File: config.mk
export PLATFORM = sky130hd
export DESIGN_NAME = ts_packet_aligner
export DESIGN_NICKNAME = d
export VERILOG_FILES = /design/src/rtl/ts_pkg.sv /design/src/rtl/ts_packet_aligner.sv
export SDC_FILE = /design/constraint.sdc
export NUM_CORES = 1
export LEC_CHECK = 0
export BUFFER_PORTS_ARGS = -buffer_cell sky130_fd_sc_hd__buf_4
export CAP_MARGIN = 0
export CORE_ASPECT_RATIO = 1.1
export CORE_MARGIN = 2
export CORE_UTILIZATION = 54
export CTS_CLUSTER_SIZE = 40
export DETAILED_ROUTE_END_ITERATION = 6
export PLACE_DENSITY_LB_ADDON = 0.08
export SLEW_MARGIN = 20
export SYNTH_ARGS = -nofsm -noshare
export SYNTH_HDL_FRONTEND = slang
export SYNTH_SLANG_ARGS = --single-unit
export TNS_END_PERCENT = 20
File: constraint.sdc
create_clock -name clk1 -period 2.5 [get_ports clk1]
set_clock_uncertainty 0.1 [all_clocks]
set_input_delay 0.5 -clock clk1 [delete_from_list [all_inputs] [get_ports clk1]]
set_output_delay 0.5 -clock clk1 [all_outputs]
set_load 0.005 [all_outputs]
File: src/rtl/ts_pkg.sv
// Shared definitions for the TS packet aligner: lock FSM encoding, MPEG-TS sync byte
// and the default packet length.
package ts_pkg;

  typedef enum logic [1:0] {
    ST_HUNT   = 2'd0,
    ST_VERIFY = 2'd1,
    ST_LOCK   = 2'd2
  } ts_state_e;

  localparam logic [7:0] TS_SYNC_BYTE   = 8'h47;
  localparam int         TS_PKT_LEN_DEF = 188;

endpackage

File: src/rtl/ts_packet_aligner.sv
// TS packet aligner: finds 0x47 headers one packet apart, locks, and forwards framed bytes.
// Optional `define TS_PKT_STATS_EN adds saturating pkt_cnt / loss_cnt outputs.
//
// state  | meaning
// HUNT   | every accepted byte is checked for the sync byte
// VERIFY | candidate found, headers checked only at packet boundaries
// LOCK   | aligned; bytes forwarded with sop/eop, bad headers counted
module ts_packet_aligner
  import ts_pkg::*;
#(
  parameter int PKT_LEN    = TS_PKT_LEN_DEF,
  parameter int LOCK_CNT   = 3,
  parameter int UNLOCK_CNT = 3
) (
  input  logic        clk1,
  input  logic        rst,
  input  logic [9:0]  fifo_data,
  input  logic        fifo_empty,
  output logic        fifo_r_en,
  output logic [7:0]  ts_data,
  output logic        ts_valid,
  output logic        ts_sop,
  output logic        ts_eop,
  output logic        locked,
  output logic        sync_err
`ifdef TS_PKT_STATS_EN
  ,
  output logic [15:0] pkt_cnt,
  output logic [15:0] loss_cnt
`endif
);

  localparam int CW = (PKT_LEN > 1) ? $clog2(PKT_LEN) : 1;
  localparam int GW = $clog2(LOCK_CNT + 1);
  localparam int BW = $clog2(UNLOCK_CNT + 1);
  localparam logic [CW-1:0] LAST = CW'(PKT_LEN - 1);

  ts_state_e     state_q;
  logic [CW-1:0] byte_cnt_q, byte_cnt_d;
  logic [GW-1:0] good_q, good_d;
  logic [BW-1:0] bad_q, bad_d;
  logic          rd_q;
  logic [7:0]    ts_data_q;
  logic          ts_valid_q, ts_sop_q, ts_eop_q, locked_q, sync_err_q;
  logic          accept, cand, at_hdr;
  logic          unused_sync_flag;
`ifdef TS_PKT_STATS_EN
  logic [15:0]   pkt_cnt_q, loss_cnt_q;
`endif

  assign fifo_r_en = !fifo_empty && !rst;

  // FIFO data lags the read by one cycle; only words flagged valid count as bytes
  assign accept = rd_q && fifo_data[1];
  assign cand   = (fifo_data[9:2] == TS_SYNC_BYTE);
  assign at_hdr = (byte_cnt_q == '0);

  assign byte_cnt_d = (byte_cnt_q == LAST) ? '0 : byte_cnt_q + 1'b1;
  assign good_d     = good_q + 1'b1;
  assign bad_d      = bad_q + 1'b1;

  assign unused_sync_flag = fifo_data[0];

  always_ff @(posedge clk1) begin
    if (rst) begin
      state_q    <= ST_HUNT;
      byte_cnt_q <= '0;
      good_q     <= '0;
      bad_q      <= '0;
      rd_q       <= 1'b0;
      ts_data_q  <= '0;
      ts_valid_q <= 1'b0;
      ts_sop_q   <= 1'b0;
      ts_eop_q   <= 1'b0;
      locked_q   <= 1'b0;
      sync_err_q <= 1'b0;
`ifdef TS_PKT_STATS_EN
      pkt_cnt_q  <= '0;
      loss_cnt_q <= '0;
`endif
    end else begin
      rd_q       <= fifo_r_en;
      ts_valid_q <= 1'b0;
      ts_sop_q   <= 1'b0;
      ts_eop_q   <= 1'b0;
      sync_err_q <= 1'b0;
      if (accept) begin
        case (state_q)
          ST_HUNT: begin
            if (cand) begin
              byte_cnt_q <= byte_cnt_d;
              good_q     <= GW'(1);
              if (LOCK_CNT == 1) begin
                state_q  <= ST_LOCK;
                locked_q <= 1'b1;
                bad_q    <= '0;
              end else begin
                state_q  <= ST_VERIFY;
              end
            end
          end
          ST_VERIFY: begin
            byte_cnt_q <= byte_cnt_d;
            if (at_hdr) begin
              if (!cand) begin
                state_q    <= ST_HUNT;
                byte_cnt_q <= '0;
                good_q     <= '0;
              end else begin
                good_q <= good_d;
                if (good_d == GW'(LOCK_CNT)) begin
                  state_q  <= ST_LOCK;
                  locked_q <= 1'b1;
                  bad_q    <= '0;
                end
              end
            end
          end
          ST_LOCK: begin
            byte_cnt_q <= byte_cnt_d;
            ts_data_q  <= fifo_data[9:2];
            ts_valid_q <= 1'b1;
            ts_sop_q   <= at_hdr;
            ts_eop_q   <= (byte_cnt_q == LAST);
            sync_err_q <= at_hdr && !cand;
`ifdef TS_PKT_STATS_EN
            if (byte_cnt_q == LAST && pkt_cnt_q != 16'hFFFF) pkt_cnt_q <= pkt_cnt_q + 16'd1;
`endif
            if (at_hdr) begin
              if (cand) begin
                bad_q <= '0;
              end else if (bad_d == BW'(UNLOCK_CNT)) begin
                // the failing header itself was still forwarded above
                state_q    <= ST_HUNT;
                locked_q   <= 1'b0;
                byte_cnt_q <= '0;
                good_q     <= '0;
                bad_q      <= '0;
`ifdef TS_PKT_STATS_EN
                if (loss_cnt_q != 16'hFFFF) loss_cnt_q <= loss_cnt_q + 16'd1;
`endif
              end else begin
                bad_q <= bad_d;
              end
            end
          end
          default: begin
            state_q  <= ST_HUNT;
            locked_q <= 1'b0;
          end
        endcase
      end
    end
  end

  assign ts_data  = ts_data_q;
  assign ts_valid = ts_valid_q;
  assign ts_sop   = ts_sop_q;
  assign ts_eop   = ts_eop_q;
  assign locked   = locked_q;
  assign sync_err = sync_err_q;
`ifdef TS_PKT_STATS_EN
  assign pkt_cnt  = pkt_cnt_q;
  assign loss_cnt = loss_cnt_q;
`endif

endmodule

==> results of run 1 <==
metrics by stage:
stage                     instances  hold WS (ns)  utilization  instance area (um2)  total power (uW)
after global placement          223         0.342        0.661                 1650               492
after floorplan                 171         0.353            -                 1430               472
after detailed placement        223         0.348        0.661                 1650               493
after global routing            227         0.197        0.682                 1700               802
after CTS                       227         0.193        0.682                 1700               790
final                           227         0.208        0.682                 1700               776
critical path, delay by kind of cell (launching register included):
kind / cells / cell delay [ns]
AO/OA/AOI/OAI: 2 / 0.32
flip-flops: 1 / 0.36
buffers and inverters: 1 / 0.09
adder cells (fa/ha/maj): 1 / 0.14
AND/OR/NAND/NOR: 3 / 1.16
flip-flops by register name (all words and copies together) (netlist names):
name        flops
ts_sop          1
byte_cnt_q      8
ts_valid        1
sync_err        1
bad_q           2
ts_eop          1
good_q          2
locked          1
ts_data         8
rd_q            1
state_q         2
area by class of cell:
cell class / instances / area [um2] / area share
clock buffers: 3 / 22.5 / 0.0132
clock inverters: 1 / 30.0 / 0.0176
inverters: 7 / 26.3 / 0.0154
multi-input cells: 129 / 813 / 0.478
flip-flops and latches: 28 / 561 / 0.329
well taps: 31 / 38.8 / 0.0228
repair buffers: 28 / 210 / 0.124
per-layer routing:
| metal | up-vias | GRT usage | share of wire |
|---|---|---|---|
| met5 | - | 0 | 0 |
| met3 | 9 | 0.0284 | 0.046 |
| met1 | 623 | 0.273 | 0.43 |
| met4 | 0 | 0.117 | 0.027 |
| met2 | 37 | 0.380 | 0.50 |
| li1 | 667 | - | - |
power groups by stage:
stage	combinational [uW]	clock [uW]	sequential [uW]
final	35.8	292	448
after global routing	38.8	315	448
after CTS	35.7	307	448
after detailed placement	35.6	0	457
after global placement	34.4	0	457
after floorplan	14.5	0	457
path summary, 6_finish.rpt:
path	end	from	cells after the start	slack (ns)
max	good_q[1]	byte_cnt_q[0]	7	0.27
min	rd_q	fifo_empty	2	0.21
max reg2reg	good_q[1]	byte_cnt_q[0]	7	0.27
min reg2reg	ts_data[4]	ts_data[4]	2	0.37
cell families after synthesis:
| family | count (synthesis) | share of synthesized area |
|---|---|---|
| and+or+nand+nor | 77 | 0.286 |
| muxes | 3 | 0.0219 |
| adders and majority gates | 7 | 0.0614 |
| buffers and inverters | 14 | 0.0368 |
| DFF | 28 | 0.393 |
| AOI/OAI and AO/OA | 42 | 0.201 |
cell usage in the layout, fill, tap and decap left out, types with 4 or more instances in the layout:
cell / synthesis / layout
and2_1: 4 / 4
o311ai_1: 4 / 4
ha_1: 7 / 7
buf_4: 0 / 28
nand3_1: 11 / 11
nand2_1: 27 / 27
a21oi_1: 16 / 16
inv_1: 7 / 7
dfxtp_1: 28 / 28
nor4_1: 4 / 4
nor2_1: 12 / 12
==> impl_metrics.yaml, run 1 <==
grt:
  grt-ovfl-total: 0
  grt_max_degree: 26
  grt.total_usage: 0.224
  grt_pass1_vias: 1242
  antenna_found_initial: 0
  grt_first_pass_wirelength_mm: 5.23
clock_tree:
  cts_root_buf: "clkbuf_4"
  holdBufCountCts: 0
  clockBufferDepth: 2
  clkSinkCount: 28
  cts_max_level: 1
  cts_tree: "built"
  postCtsSetupBuffers: 0
  cts_resized: 0
  clk_pin_slew_ns: 0.14
  cts_buffers: 3
  clock_latency_ns: 0.33
final_layout:
  antennaDiodeCount: 0
  layout-drive-gt1-share: 0.199
  layout.nets: 217
  fill_cells: 194
  syn2layout_area_growth_pct: 19.3
critical_path:
  cp.arrival_ns: 2.40
  path_max_fanout: 5
  crit_type: "flop to flop"
  worstPathCellList: "inv_1 > ha_1 > or4b_4 > nor2_4 > a32oi_1 > or4_1 > a21oi_1"
  cp-start-kind: "flop"
  cp_slowest_cell: "or4b_4"
  max_stage_delay_ns: 0.51
  endpoint_kind: "flop"
  cp.required_ns: 2.67
detailed_routing:
  routed_wl_mm: 3.15
  first_pass_iters: 4
  vias: 1336
  routed_via_density: 5.89
  drc: 0
  avgRoutedWirePerCell_um: 13.9
  ant_nets: 0
  drt_iter0_drc: 34
timing:
  min_period_ns: 2.23
  fmax_mhz: 449
  period_share: 0.891
  rsz0062_at_grt: "no"
  worst-slew-pin-transition_ns: 0.508
  setup_viol: 0
  fin_tns_setup_ns: 0
  hold_viol: 0
  setup_ws_ns: 0.274
  slew_violations: 0
  slew_headroom: 0.658
logic_synthesis:
  ys_seq_area_frac: 0.393
  syn_avg_cell_area_um2: 8.34
  ys_ff_latch: 28
  synth.most_common_cell: "dfxtp_1"
  ys.warnings.count: 0
  yosys.area.top_type: "dfxtp_1"
  synth_common_cells: "dfxtp_1, nand2_1, a21oi_1"
  synth_edf_count: 0
  syn_area_um2: 1430
  synth_top_area_frac: 0.393
  yosysUniqueCellTypes: 41
  synth_fp_nets: 191
  netlist_top_cells_area: "dfxtp_1, nand2_1, ha_1"
  async_flop_share: 0
  synthesis.instances: 171
  ys.flop_type: "dfxtp_1"
pwr:
  comb_power_share: 0.046
  power.internal_uw: 626
  switching_share: 0.193
  p_sw_uw: 150
  irDropWorstVdd_v: 0.000317
  p_seq_frac: 0.577
  powerDensity_nw_per_um2: 456
  pwr-share-clk: 0.377
  cellLeakagePower_uw: 0.000638
floorplan:
  io-pin-count: 27
  coreArea_um2: 2500
  initial_utilization: 0.571
  rows: 19
  dieArea_um2: 3070
  chipWidth_um: 53
  dieHeight_um: 57.9
place:
  port_buffers: 25
  dp_hpwl_mm: 2.42
  gp_congestion: 0.844
  pre_cts_ws_ns: 0.221
worst_hold_path:
  hp-class: "primary input to flop"
outcome:
  status: "finished, final reports clean"
flow_run:
  drv_cap: 0
Note: power is estimated with default switching activity, not from simulation.
==> run 2, diff against run 1 <==
--- a/config.mk
+++ b/config.mk
@@ -5,13 +5,13 @@
 export SDC_FILE = /design/constraint.sdc
 export NUM_CORES = 1
 export LEC_CHECK = 0
-export BUFFER_PORTS_ARGS = -buffer_cell sky130_fd_sc_hd__buf_4
 export CAP_MARGIN = 0
 export CORE_ASPECT_RATIO = 1.1
 export CORE_MARGIN = 2
-export CORE_UTILIZATION = 54
+export CORE_UTILIZATION = 61
 export CTS_CLUSTER_SIZE = 40
 export DETAILED_ROUTE_END_ITERATION = 6
+export DONT_BUFFER_PORTS = 1
 export PLACE_DENSITY_LB_ADDON = 0.08
 export SLEW_MARGIN = 20
 export SYNTH_ARGS = -nofsm -noshare
==> impl_metrics.yaml, run 2 (same netlist as run 1, synthesis figures left out) <==
outcome:
  status: "finished, final reports clean"
clock_tree:
  cts_root_buf: "clkbuf_4"
  clkSinkCount: 28
  clk_pin_slew_ns: 0.15
  cts_tree: "built"
  cts_buffers: 3
  postCtsSetupBuffers: 0
  clockBufferDepth: 2
  cts_resized: 0
  clock_latency_ns: 0.32
  cts_max_level: 1
  holdBufCountCts: 0
timing:
  slew_headroom: 0.680
  hold_viol: 0
  fmax_mhz: 443
  min_period_ns: 2.26
  slew_violations: 0
  worst-slew-pin-transition_ns: 0.478
  period_share: 0.903
  setup_viol: 0
  fin_tns_setup_ns: 0
  rsz0062_at_grt: "no"
  setup_ws_ns: 0.242
place:
  gp_congestion: 0.815
  dpl_cell_area_um2: 1450
  port_buffers: 0
  dp_hpwl_mm: 2.15
  pre_cts_ws_ns: 0.276
critical_path:
  crit_type: "flop to flop"
  worstSetupStartpoint: "byte_cnt_q[0]"
  rrSetupSlack_ns: 0.24
  r2r-start: "byte_cnt_q[0]"
  endpoint_kind: "flop"
  path_max_fanout: 5
  cp.arrival_ns: 2.42
  r2r_cells: 7
  cp-start-kind: "flop"
  cp.required_ns: 2.66
grt:
  grt.total_usage: 0.239
  antenna_found_initial: 0
  grt_first_pass_wirelength_mm: 5.03
  grt_max_degree: 26
  grt_pass1_vias: 1205
  grt-ovfl-total: 0
worst_hold_path:
  hp-class: "primary input to flop"
  hold_start: "fifo_empty"
  min_path_cells: 1
final_layout:
  utilization: 0.675
  layout_common_cells: "dfxtp_1, nand2_1, a21oi_1"
  layout-drive-gt1-share: 0.0765
  syn2layout_area_growth_pct: 5.53
  antennaDiodeCount: 0
  fill_cells: 205
  final_common_cell: "dfxtp_1"
  multi_input_area_um2: 813
  regArea_um2: 561
  layout.nets: 191
  design_area_um2: 1510
floorplan:
  initial_utilization: 0.640
  dieHeight_um: 54.7
  dieArea_um2: 2740
  coreArea_um2: 2230
  chipWidth_um: 50.1
  rows: 18
  io-pin-count: 27
detailed_routing:
  ant_nets: 0
  first_pass_iters: 4
  vias: 1229
  drc: 0
  avgRoutedWirePerCell_um: 14.5
  routed_via_density: 6.15
  routed_wl_mm: 2.90
  drt_iter0_drc: 28
pwr:
  total_power_uw: 750
  powerDensity_nw_per_um2: 498
  irDropWorstVdd_v: 0.000305
  cellLeakagePower_uw: 0.000505
flow_run:
  drv_cap: 0
## run 2: cell count changes in the layout (fill, tap and decap cells not counted), sizes merged
| cell | delta |
|---|---|
| buf | -26 |
## run 2: cell type report
type	count	share of cell area
clock buffer	3	0.0150
multi-input combinational	129	0.540
inverter	7	0.0175
tap	30	0.0249
timing repair buffer	2	0.00998
sequential	28	0.372
clock inverter	1	0.0200
## run 2: final timing paths
path                                    to
worst min-delay path                  rd_q
worst max register to register   good_q[1]
worst max-delay path             good_q[1]
worst min register to register  ts_data[6]
## run 2: per-stage QoR
step / cells / hold slack, ns
floorplan: 171 / 0.353
global placement: 196 / 0.355
detailed placement: 196 / 0.362
CTS: 200 / 0.108
global route: 200 / 0.103
finish: 200 / 0.121
## run 2: power by group
group	internal (uW)	total [uW]	switching, uW
Sequential	447	448	0.403
Combinational	4.94	12.0	7.03
Clock	162	290	129
Total	614	750	136
## run 2: worst max-delay path, stage by stage, from the launching register on
cell     delay [ns]
dfxtp_1        0.36
inv_1          0.08
ha_1           0.16
or4b_4         0.52
nor2_4         0.15
a32oi_1        0.18
or4_1          0.51
a21oi_1        0.15
## run 2: metal layers
| metal | GRT usage | vias to the layer above | routed length (um) |
|---|---|---|---|
| met5 | 0 | - | 0 |
| met4 | 0.102 | 0 | 29 |
| met3 | 0.0328 | 2 | 103 |
| met2 | 0.452 | 27 | 1440 |
| met1 | 0.273 | 585 | 1320 |
| li1 | - | 615 | - |
